--- config.mk ---
export PLATFORM = sky130hd
export DESIGN_NAME = miriscv_dmem_bridge
export DESIGN_NICKNAME = d
export VERILOG_FILES = /design/src/rtl/miriscv_dmem_pkg.sv /design/src/rtl/miriscv_dmem_bridge.sv
export SDC_FILE = /design/constraint.sdc
export NUM_CORES = 1
export LEC_CHECK = 0
export ABC_AREA = 1
export CAP_MARGIN = 5
export CORE_ASPECT_RATIO = 0.9
export CORE_MARGIN = 2
export CORE_UTILIZATION = 30
export CTS_CLUSTER_DIAMETER = 120
export DETAILED_ROUTE_END_ITERATION = 16
export SLEW_MARGIN = 20
export SYNTH_ARGS = -nofsm -noshare
export SYNTH_HDL_FRONTEND = slang
export SYNTH_SLANG_ARGS = --single-unit
--- constraint.sdc ---
create_clock -name clk_i -period 2.25 [get_ports clk_i]
set_input_delay 0.45 -clock clk_i [delete_from_list [all_inputs] [get_ports clk_i]]
set_output_delay 0.45 -clock clk_i [all_outputs]
set_load 0.01 [all_outputs]
--- src/rtl/miriscv_dmem_pkg.sv ---
`default_nettype none
// ============================================================================
//  Module      : miriscv_dmem_pkg
//  Description : Shared types and defaults for the LSU-to-bus data-memory
//                bridge (FSM state encoding, width and watchdog defaults).
//  Revision    : 1.0 - initial release
// ============================================================================
package miriscv_dmem_pkg;

    localparam int c_DMEM_XLEN            = 32;
    localparam int c_DMEM_TIMEOUT_CYCLES  = 256;

    typedef enum logic [1:0] {
        DMEM_IDLE = 2'd0,
        DMEM_REQ  = 2'd1,
        DMEM_WAIT = 2'd2,
        DMEM_DONE = 2'd3
    } dmem_state_e;

endpackage : miriscv_dmem_pkg
`default_nettype wire

--- src/rtl/miriscv_dmem_bridge.sv ---
`default_nettype none
// ============================================================================
//  Module      : miriscv_dmem_bridge
//  Description : Converts the LSU's level-held data request into a single
//                valid/ready bus request plus a response phase, tracks the
//                one outstanding access and returns a one-cycle rvalid pulse.
//                Killed accesses finish on the bus but are not reported.
//  Options     : MIRISCV_DMEM_TIMEOUT_EN - adds a WAIT-state watchdog that
//                aborts with an error after TIMEOUT_CYCLES cycles.
//  Revision    : 1.0 - initial release
// ============================================================================
module miriscv_dmem_bridge
    import miriscv_dmem_pkg::*;
#(
    parameter int XLEN = c_DMEM_XLEN
`ifdef MIRISCV_DMEM_TIMEOUT_EN
    ,
    parameter int TIMEOUT_CYCLES = c_DMEM_TIMEOUT_CYCLES
`endif
) (
    input  logic              clk_i,
    input  logic              arstn_i,
    // LSU side
    input  logic              lsu_req_i,
    input  logic              lsu_we_i,
    input  logic [XLEN/8-1:0] lsu_be_i,
    input  logic [XLEN-1:0]   lsu_addr_i,
    input  logic [XLEN-1:0]   lsu_wdata_i,
    output logic              lsu_rvalid_o,
    output logic [XLEN-1:0]   lsu_rdata_o,
    // Bus side
    output logic              bus_req_valid_o,
    input  logic              bus_req_ready_i,
    output logic              bus_req_we_o,
    output logic [XLEN/8-1:0] bus_req_be_o,
    output logic [XLEN-1:0]   bus_req_addr_o,
    output logic [XLEN-1:0]   bus_req_wdata_o,
    input  logic              bus_rsp_valid_i,
    input  logic [XLEN-1:0]   bus_rsp_rdata_i,
    input  logic              bus_rsp_err_i,
    output logic              bus_err_o
);

    dmem_state_e        r_state;
    dmem_state_e        w_state_next;

    logic               r_we;
    logic [XLEN/8-1:0]  r_be;
    logic [XLEN-1:0]    r_addr;
    logic [XLEN-1:0]    r_wdata;
    logic [XLEN-1:0]    r_rdata;
    logic               r_err;
    logic               r_drop;

    logic               w_capture;
    logic               w_rsp_take;
    logic               w_timeout;
    logic               w_kill;

`ifdef MIRISCV_DMEM_TIMEOUT_EN
    localparam int c_TCNT_W = (TIMEOUT_CYCLES > 2) ? $clog2(TIMEOUT_CYCLES) : 1;
    localparam logic [c_TCNT_W-1:0] c_TCNT_LAST = c_TCNT_W'(TIMEOUT_CYCLES - 1);

    logic [c_TCNT_W-1:0] r_tcnt;
    logic                w_tcnt_expired;

    assign w_tcnt_expired = (r_tcnt == c_TCNT_LAST);

    // Watchdog counter: cleared on entry to WAIT, counts every WAIT cycle
    always_ff @(posedge clk_i) begin
        if (!arstn_i) begin
            r_tcnt <= '0;
        end else if ((r_state == DMEM_REQ) && bus_req_ready_i) begin
            r_tcnt <= '0;
        end else if (r_state == DMEM_WAIT) begin
            r_tcnt <= r_tcnt + c_TCNT_W'(1);
        end
    end
`else
    logic w_tcnt_expired;

    assign w_tcnt_expired = 1'b0;
`endif

    // LSU dropping its request while the access is in flight marks it killed
    assign w_kill = ((r_state == DMEM_REQ) || (r_state == DMEM_WAIT)) && !lsu_req_i;

    // State register
    always_ff @(posedge clk_i) begin
        if (!arstn_i) begin
            r_state <= DMEM_IDLE;
        end else begin
            r_state <= w_state_next;
        end
    end

    // Next-state logic and state-decoded handshake outputs
    always_comb begin
        w_state_next    = r_state;
        w_capture       = 1'b0;
        w_rsp_take      = 1'b0;
        w_timeout       = 1'b0;
        bus_req_valid_o = 1'b0;
        lsu_rvalid_o    = 1'b0;
        bus_err_o       = 1'b0;
        case (r_state)
            DMEM_IDLE: begin
                if (lsu_req_i) begin
                    w_capture    = 1'b1;
                    w_state_next = DMEM_REQ;
                end
            end
            DMEM_REQ: begin
                bus_req_valid_o = 1'b1;
                if (bus_req_ready_i) begin
                    w_state_next = DMEM_WAIT;
                end
            end
            DMEM_WAIT: begin
                // A response in the expiry cycle wins over the watchdog
                if (bus_rsp_valid_i) begin
                    w_rsp_take   = 1'b1;
                    w_state_next = DMEM_DONE;
                end else if (w_tcnt_expired) begin
                    w_timeout    = 1'b1;
                    w_state_next = DMEM_DONE;
                end
            end
            DMEM_DONE: begin
                lsu_rvalid_o = !r_drop;
                bus_err_o    = r_err;
                w_state_next = DMEM_IDLE;
            end
            default: begin
                w_state_next = DMEM_IDLE;
            end
        endcase
    end

    // Access capture, kill tracking and response capture
    always_ff @(posedge clk_i) begin
        if (!arstn_i) begin
            r_we    <= 1'b0;
            r_be    <= '0;
            r_addr  <= '0;
            r_wdata <= '0;
            r_rdata <= '0;
            r_err   <= 1'b0;
            r_drop  <= 1'b0;
        end else begin
            if (w_capture) begin
                r_we    <= lsu_we_i;
                r_be    <= lsu_be_i;
                r_addr  <= lsu_addr_i;
                r_wdata <= lsu_wdata_i;
                r_drop  <= 1'b0;
            end
            if (w_kill) begin
                r_drop <= 1'b1;
            end
            if (w_rsp_take) begin
                // Stores leave the last load data visible to the LSU
                if (!r_we) begin
                    r_rdata <= bus_rsp_rdata_i;
                end
                r_err <= bus_rsp_err_i;
            end else if (w_timeout) begin
                r_rdata <= '0;
                r_err   <= 1'b1;
            end
        end
    end

    assign bus_req_we_o    = r_we;
    assign bus_req_be_o    = r_be;
    assign bus_req_addr_o  = r_addr;
    assign bus_req_wdata_o = r_wdata;
    assign lsu_rdata_o     = r_rdata;

endmodule : miriscv_dmem_bridge
`default_nettype wire
==> results of run 1 <==
-- power breakdown --
group,internal (µW),switching (µW),leakage (µW)
logic,1360,1240,0.00149
clock network,772,676,0.000128
registers,2340,258,0.000864
total,4480,2180,0.00248
-- kinds of logic after synthesis --
family          synth area share
buf+inv                   0.0614
flops                      0.543
fa+ha+maj                 0.0129
compound gates             0.134
simple gates               0.248
-- cells in the final DEF, fill, tap and decap left out --
cell type        Yosys  routed
o21ai_0             64      64
buf_4                0       2
clkbuf_16            0       9
inv_1                7       7
clkbuf_8             0       1
nor2_1             169     169
clkbuf_1            12       2
a21oi_1              2       2
clkinv_2             0       2
or2_2                1       1
nor2_2              40      40
clkinvlp_4           0       1
dfxtp_1            105     105
inv_4                2       2
nand2_1              9       9
clkdlybuf4s50_1      0     209
ha_1                 4       4
nand2_2              2       2
buf_12               1       4
buf_2               11       1
nand3_1              1       1
o21ai_1             38      38
nor2_8               1       1
-- layout make-up --
| class | count | area, µm² | share of cell area |
|---|---|---|---|
| Timing Repair Buffer | 216 | 2190 | 0.346 |
| Clock buffer | 12 | 246 | 0.0389 |
| Multi-Input combinational cell | 331 | 1530 | 0.242 |
| Tap cell | 164 | 205 | 0.0324 |
| Sequential cell | 105 | 2100 | 0.332 |
| Clock inverter | 3 | 17.5 | 0.00277 |
| Inverter | 9 | 38.8 | 0.00612 |
-- registers in the layout, indices dropped and copies added, names as in the netlist --
register	count
lsu_rdata_o	32
bus_req_be_o	4
bus_req_we_o	1
r_drop	1
bus_req_addr_o	32
bus_req_wdata_o	32
r_err	1
r_state	2
-- critical path: stages, from the launching register on --
cell	delay, ps
dfxtp_1	360
ha_1	180
inv_1	40
nor2_1	70
clkdlybuf4s50_1	560
-- routing by layer --
metal  global-route usage  vias up  routed length, µm
met5                    0        -                  0
met4               0.0515        0                158
met3               0.0794       12               1230
met2                0.262      141               5020
met1                0.190     1690               5020
li1                     -     1905                  -
-- per-stage QoR --
step                      utilization  hold slack (ps)
after floorplan                     -              437
after global placement          0.480              465
after detailed placement        0.480              470
after CTS                       0.501              487
after global routing            0.501              505
final                           0.501              481
-- synthesized netlist by cell type, drive strengths merged --
library cell  number  share of area
or2                1         0.0016
inv                9          0.010
buf               19          0.040
o21ai            102           0.13
ha                 4          0.013
nand3              1         0.0013
nor2             210           0.23
dfxtp            105           0.54
clkbuf            12          0.012
a21oi              2         0.0026
nand2             11          0.012
-- how the worst min path moves through the flow --
stage                             start                   to  slack (ps)
floorplan                        r_drop               r_drop         440
global placement     bus_req_addr_o[23]   bus_req_addr_o[23]         460
detailed placement   bus_req_wdata_o[2]   bus_req_wdata_o[2]         470
CTS                  bus_req_wdata_o[2]   bus_req_wdata_o[2]         490
global route         bus_req_wdata_o[5]   bus_req_wdata_o[5]         510
finish              bus_req_wdata_o[13]  bus_req_wdata_o[13]         480
==> metrics.md, run 1 <==
| Metric | Value |
|---|---|
| Startpoint class of the critical path | flip-flop |
| CTS tree | done |
| Critical path endpoint category | primary output |
| R2R setup slack | 720 ps |
| Yosys reg bits | 105 |
| Crit path time final | 2010 ps |
| Outcome | finished, final reports clean |
| Row count | 39 |
| Synthesis warning total | 0 |
| Hold crit path type | flip-flop to flip-flop |
| CP startpoint | r_state[0] |
| Vias in the first global route | 3626 |
| RSZ-0062 raised after global routing | false |
| Worst-Margin Slew | 511 ps |
| Clock Path Buffers | 2 |
| Power per standard cell area | 1050 nW/µm² |
| Setup tns final | 0 ps |
| Fillers | 1200 |
| Hold path depth | 2 |
| Data arrival, critical path | 1560 ps |
| Final Max Tran Viols | 0 |
| DR vias | 3748 |
| H-tree Lvls | 3 |
| Cts repair resizes | 0 |
| Final Cycle Share | 0.892 |
| Gate Count Post-Synth | 476 |
| Worst EP required | 1800 ps |
| Design area | 6330 µm² |
| Pre-CTS setup slack | 424 ps |
| Antenna Nets Post-Route | 0 |
| Post-Place Cells | 825 |
| Clk pin slew, worst setup/hold paths | 70 ps |
| Max-Cap Viols | 0 |
| Drt pass-1 iters | 7 |
| Worst VDD drop | 0.000490 V |
| Layout area overhead | 63.6% |
| Post-synthesis sequential area ratio | 0.543 |
| Reg2reg start | r_state[0] |
| DR WL/cell | 13.6 µm |
| Starting Density | 0.306 |
| Die area | 13800 µm² |
| Final setup violation count | 0 |
| Pin count of the biggest net entering global routing | 106 |
| Final hold violations | 0 |
| Total track usage | 0.163 |
| Synth Net Count | 587 |
| Synth Cell Area | 3870 µm² |
| Final Non-Filler Cells | 840 |
| Placed instance area | 6070 µm² |
| Share of layout cells above drive strength 1 | 0.0976 |
| Die height | 112 µm |
| Final net count | 783 |
| IO Pins | 211 |
| Clk_lat worst skew | 350 ps |
| Leakage power | 0.00248 µW |
| Num CTS Buffers | 9 |
| Initial DRC count | 193 |
| Crit path max fanout | 3 |
| Worst-case reg-to-reg path depth | 7 |
| Clk root buf | clkbuf_16 |
| Post-CTS Setup Inserts | 0 |
| Cell variety after synth | 18 |
| Syn avg cell area | 8.14 µm² |
| CTS sink cnt | 105 |
| Worst setup margin | 243 ps |
| Reg2reg end | lsu_rdata_o[0] |
| I/O Buffers | 210 |
| Clock Skew | 7.21 ps |
| Die Wd | 124 µm |
| Max Fclk | 498 MHz |
| Gpl congestion | 0.745 |
| Worst setup path endpoint | lsu_rvalid_o |
| ANT cells | 0 |
| First-pass GRT wire length | 17700 µm |
| HPWL after DPL | 7820 µm |
| Vias/cell | 4.46 |
| DRC viols | 0 |
| WS Path Type | flip-flop to primary output |
| Design Power | 6650 µW |
| Core Footprint | 12600 µm² |
| Antenna violations before repair | 0 |
| Max_slew headroom | 0.659 |
| Total wire length | 11400 µm |
| Hold-fix buffer count after cts | 0 |
| Congestion Overflow GR | 0 |
(Power assumes the default switching activity.)
==> run 2: changes to the inputs <==
- GPL_TIMING_DRIVEN: default -> 0
==> run 2 against run 1 <==
Effect of this change:
- worst setup slack improved by 12 ps
- count of clock-buffer cells in the layout did not move
- first-iteration DRC count fell by 26%
- non-clock buffer count rose by 24
- critical path depth did not move
- critical path type unchanged
- largest cell class unchanged
==> metrics.md, run 2 (synthesis gave the netlist of run 1 again) <==
| Metric | Value |
|---|---|
| ANT cells | 0 (unchanged) |
| IO Pins | 211 (unchanged) |
| Logic pwr share | 0.384 (-0.008) |
| Drt pass-1 iters | 4 (-3) |
| Die height | 112 µm (unchanged) |
| Sequential power share | 0.377 (-0.014) |
| Switching Fraction | 0.316 (-0.0111) |
| Final Max Tran Viols | 0 (unchanged) |
| Data arrival, critical path | 1550 ps (about the same) |
| DR WL/cell | 13.9 µm (+2.1%) |
| Max Fclk | 501 MHz (+0.59%) |
| I/O Buffers | 209 (-0.48%) |
| Antenna Nets Post-Route | 0 (unchanged) |
| Max incr delay on CP | 550 ps (about the same) |
| Power per standard cell area | 1070 nW/µm² (+1.6%) |
| Pin count of the biggest net entering global routing | 16 (-85%) |
| Die Wd | 124 µm (unchanged) |
| Clock Path Buffers | 2 (unchanged) |
| CTS tree | done |
| Setup tns final | 0 ps (unchanged) |
| Slowest cell on the critical path | clkdlybuf4s50_1 |
| Clk_lat worst skew | 340 ps (about the same) |
| First-pass GRT wire length | 18700 µm (+5.5%) |
| Outcome | finished, final reports clean |
| Worst-Margin Slew | 494 ps (-17.6 ps) |
| Most frequent cells in the layout | clkdlybuf4s50_1 (209), nor2_1 (169), dfxtp_1 (105) |
| Most common cell after layout, fill and taps aside | clkdlybuf4s50_1 |
| Fillers | 1234 (+2.8%) |
| DR vias | 3784 (+0.96%) |
| Final hold violations | 0 (unchanged) |
| Final net count | 807 (+3.1%) |
| Net Sw Power | 2190 µW (+0.44%) |
| Clock share of power | 0.239 (+0.021) |
| DRC viols | 0 (unchanged) |
| Share of layout cells above drive strength 1 | 0.111 (+0.0138) |
| CTS sink cnt | 105 (unchanged) |
| Final Cycle Share | 0.887 (-0.00524) |
| Gpl congestion | 0.759 (+1.8%) |
| Worst VDD drop | 0.000365 V (-25%) |
| Internal | 4730 µW (+5.7%) |
| Post-CTS Setup Inserts | 0 (unchanged) |
| Starting Density | 0.306 (unchanged) |
| Crit path max fanout | 3 (unchanged) |
| Hold-fix buffer count after cts | 0 (unchanged) |
| Critical path endpoint category | primary output |
| Congestion Overflow GR | 0 (unchanged) |
| Core Footprint | 12600 µm² (unchanged) |
| Post-Place Cells | 849 (+2.9%) |
| Largest delay share family, worst path | buffers and inverters |
| Initial DRC count | 142 (-26%) |
| Max_slew headroom | 0.671 (+0.0118) |
| Crit-path cells | ha_1 > inv_1 > nor2_1 > clkdlybuf4s50_1 |
| HPWL after DPL | 9220 µm (+18%) |
| Clk root buf | clkbuf_16 |
| Num CTS Buffers | 9 (unchanged) |
| Die area | 13800 µm² (unchanged) |
| Leakage power | 0.00257 µW (+3.5%) |
| Max-Cap Viols | 0 (unchanged) |
| Worst EP required | 1800 ps (about the same) |
| Clock Skew | 10.4 ps (+3.20 ps) |
| Final setup violation count | 0 (unchanged) |
| CP Buf/Inv Count | 2 (unchanged) |
| RSZ-0062 raised after global routing | false |
| Startpoint class of the critical path | flip-flop |
| H-tree Lvls | 3 (unchanged) |
| Total track usage | 0.173 (+0.00970) |
| Design Power | 6920 µW (+4.0%) |
| Layout area overhead | 67.4% |
| WS Path Type | flip-flop to primary output |
| Crit path time final | 2000 ps (-11.8 ps) |
| Cts repair resizes | 0 (unchanged) |
| Hold crit path type | input pin to flip-flop |
| Clk pin slew, worst setup/hold paths | 60 ps (about the same) |
| Final Non-Filler Cells | 864 (+2.9%) |
| Antenna violations before repair | 0 (unchanged) |
| Row count | 39 (unchanged) |
| Total wire length | 12000 µm (+5.0%) |
| Vias/cell | 4.38 (-1.8%) |
| Vias in the first global route | 3850 (+6.2%) |
-- run 2: through the flow --
step | hold WS (ps) | area (µm²) | setup WS (ps) | utilization
after floorplan | 437 | 3870 | 964 | -
after global placement | 463 | 6170 | 368 | 0.488
after detailed placement | 468 | 6170 | 318 | 0.488
after CTS | 456 | 6480 | 215 | 0.513
after global routing | 469 | 6480 | 145 | 0.513
final | 466 | 6480 | 255 | 0.513
-- run 2: per-layer routing --
layer	vias up	wire [µm]	global-route usage
met2	137	5630	0.296
met1	1684	4940	0.192
li1	1955	-	-
met5	-	0	0
met4	0	86	0.0432
met3	8	1330	0.0815
-- run 2: power groups by stage --
stage	registers [µW]	clock network (µW)	logic, µW
floorplan	2840	0	1070
global placement	2620	0	2660
detailed placement	2650	0	2690
CTS	2620	1710	2710
global route	2670	1780	2950
finish	2610	1650	2660
-- run 2: final cells by class --
cell class | instances | area (µm²) | area share
tap | 164 | 205 | 0.0317
multi-input combinational | 331 | 1530 | 0.236
timing repair buffer | 209 | 2090 | 0.323
buffer | 31 | 199 | 0.0307
clock inverter | 3 | 65.1 | 0.0100
inverter | 9 | 38.8 | 0.00598
sequential | 105 | 2100 | 0.324
clock buffer | 12 | 246 | 0.0380
-- run 2: path summary, 6_finish.rpt --
| kind | start | end | slack [ps] | cells past startpoint |
|---|---|---|---|---|
| worst max-delay path | r_state[0] | lsu_rvalid_o | 250 | 4 |
| worst min-delay path | arstn_i | bus_req_addr_o[16] | 470 | 3 |
| worst max register to register | r_state[0] | bus_req_we_o | 610 | 6 |
| worst min register to register | bus_req_be_o[0] | bus_req_be_o[0] | 480 | 2 |
-- run 2: tightest hold or removal path, cell delays in order --
cell and delay [ps]:
buf_2 170, o21ai_0 90, nor2_1 40
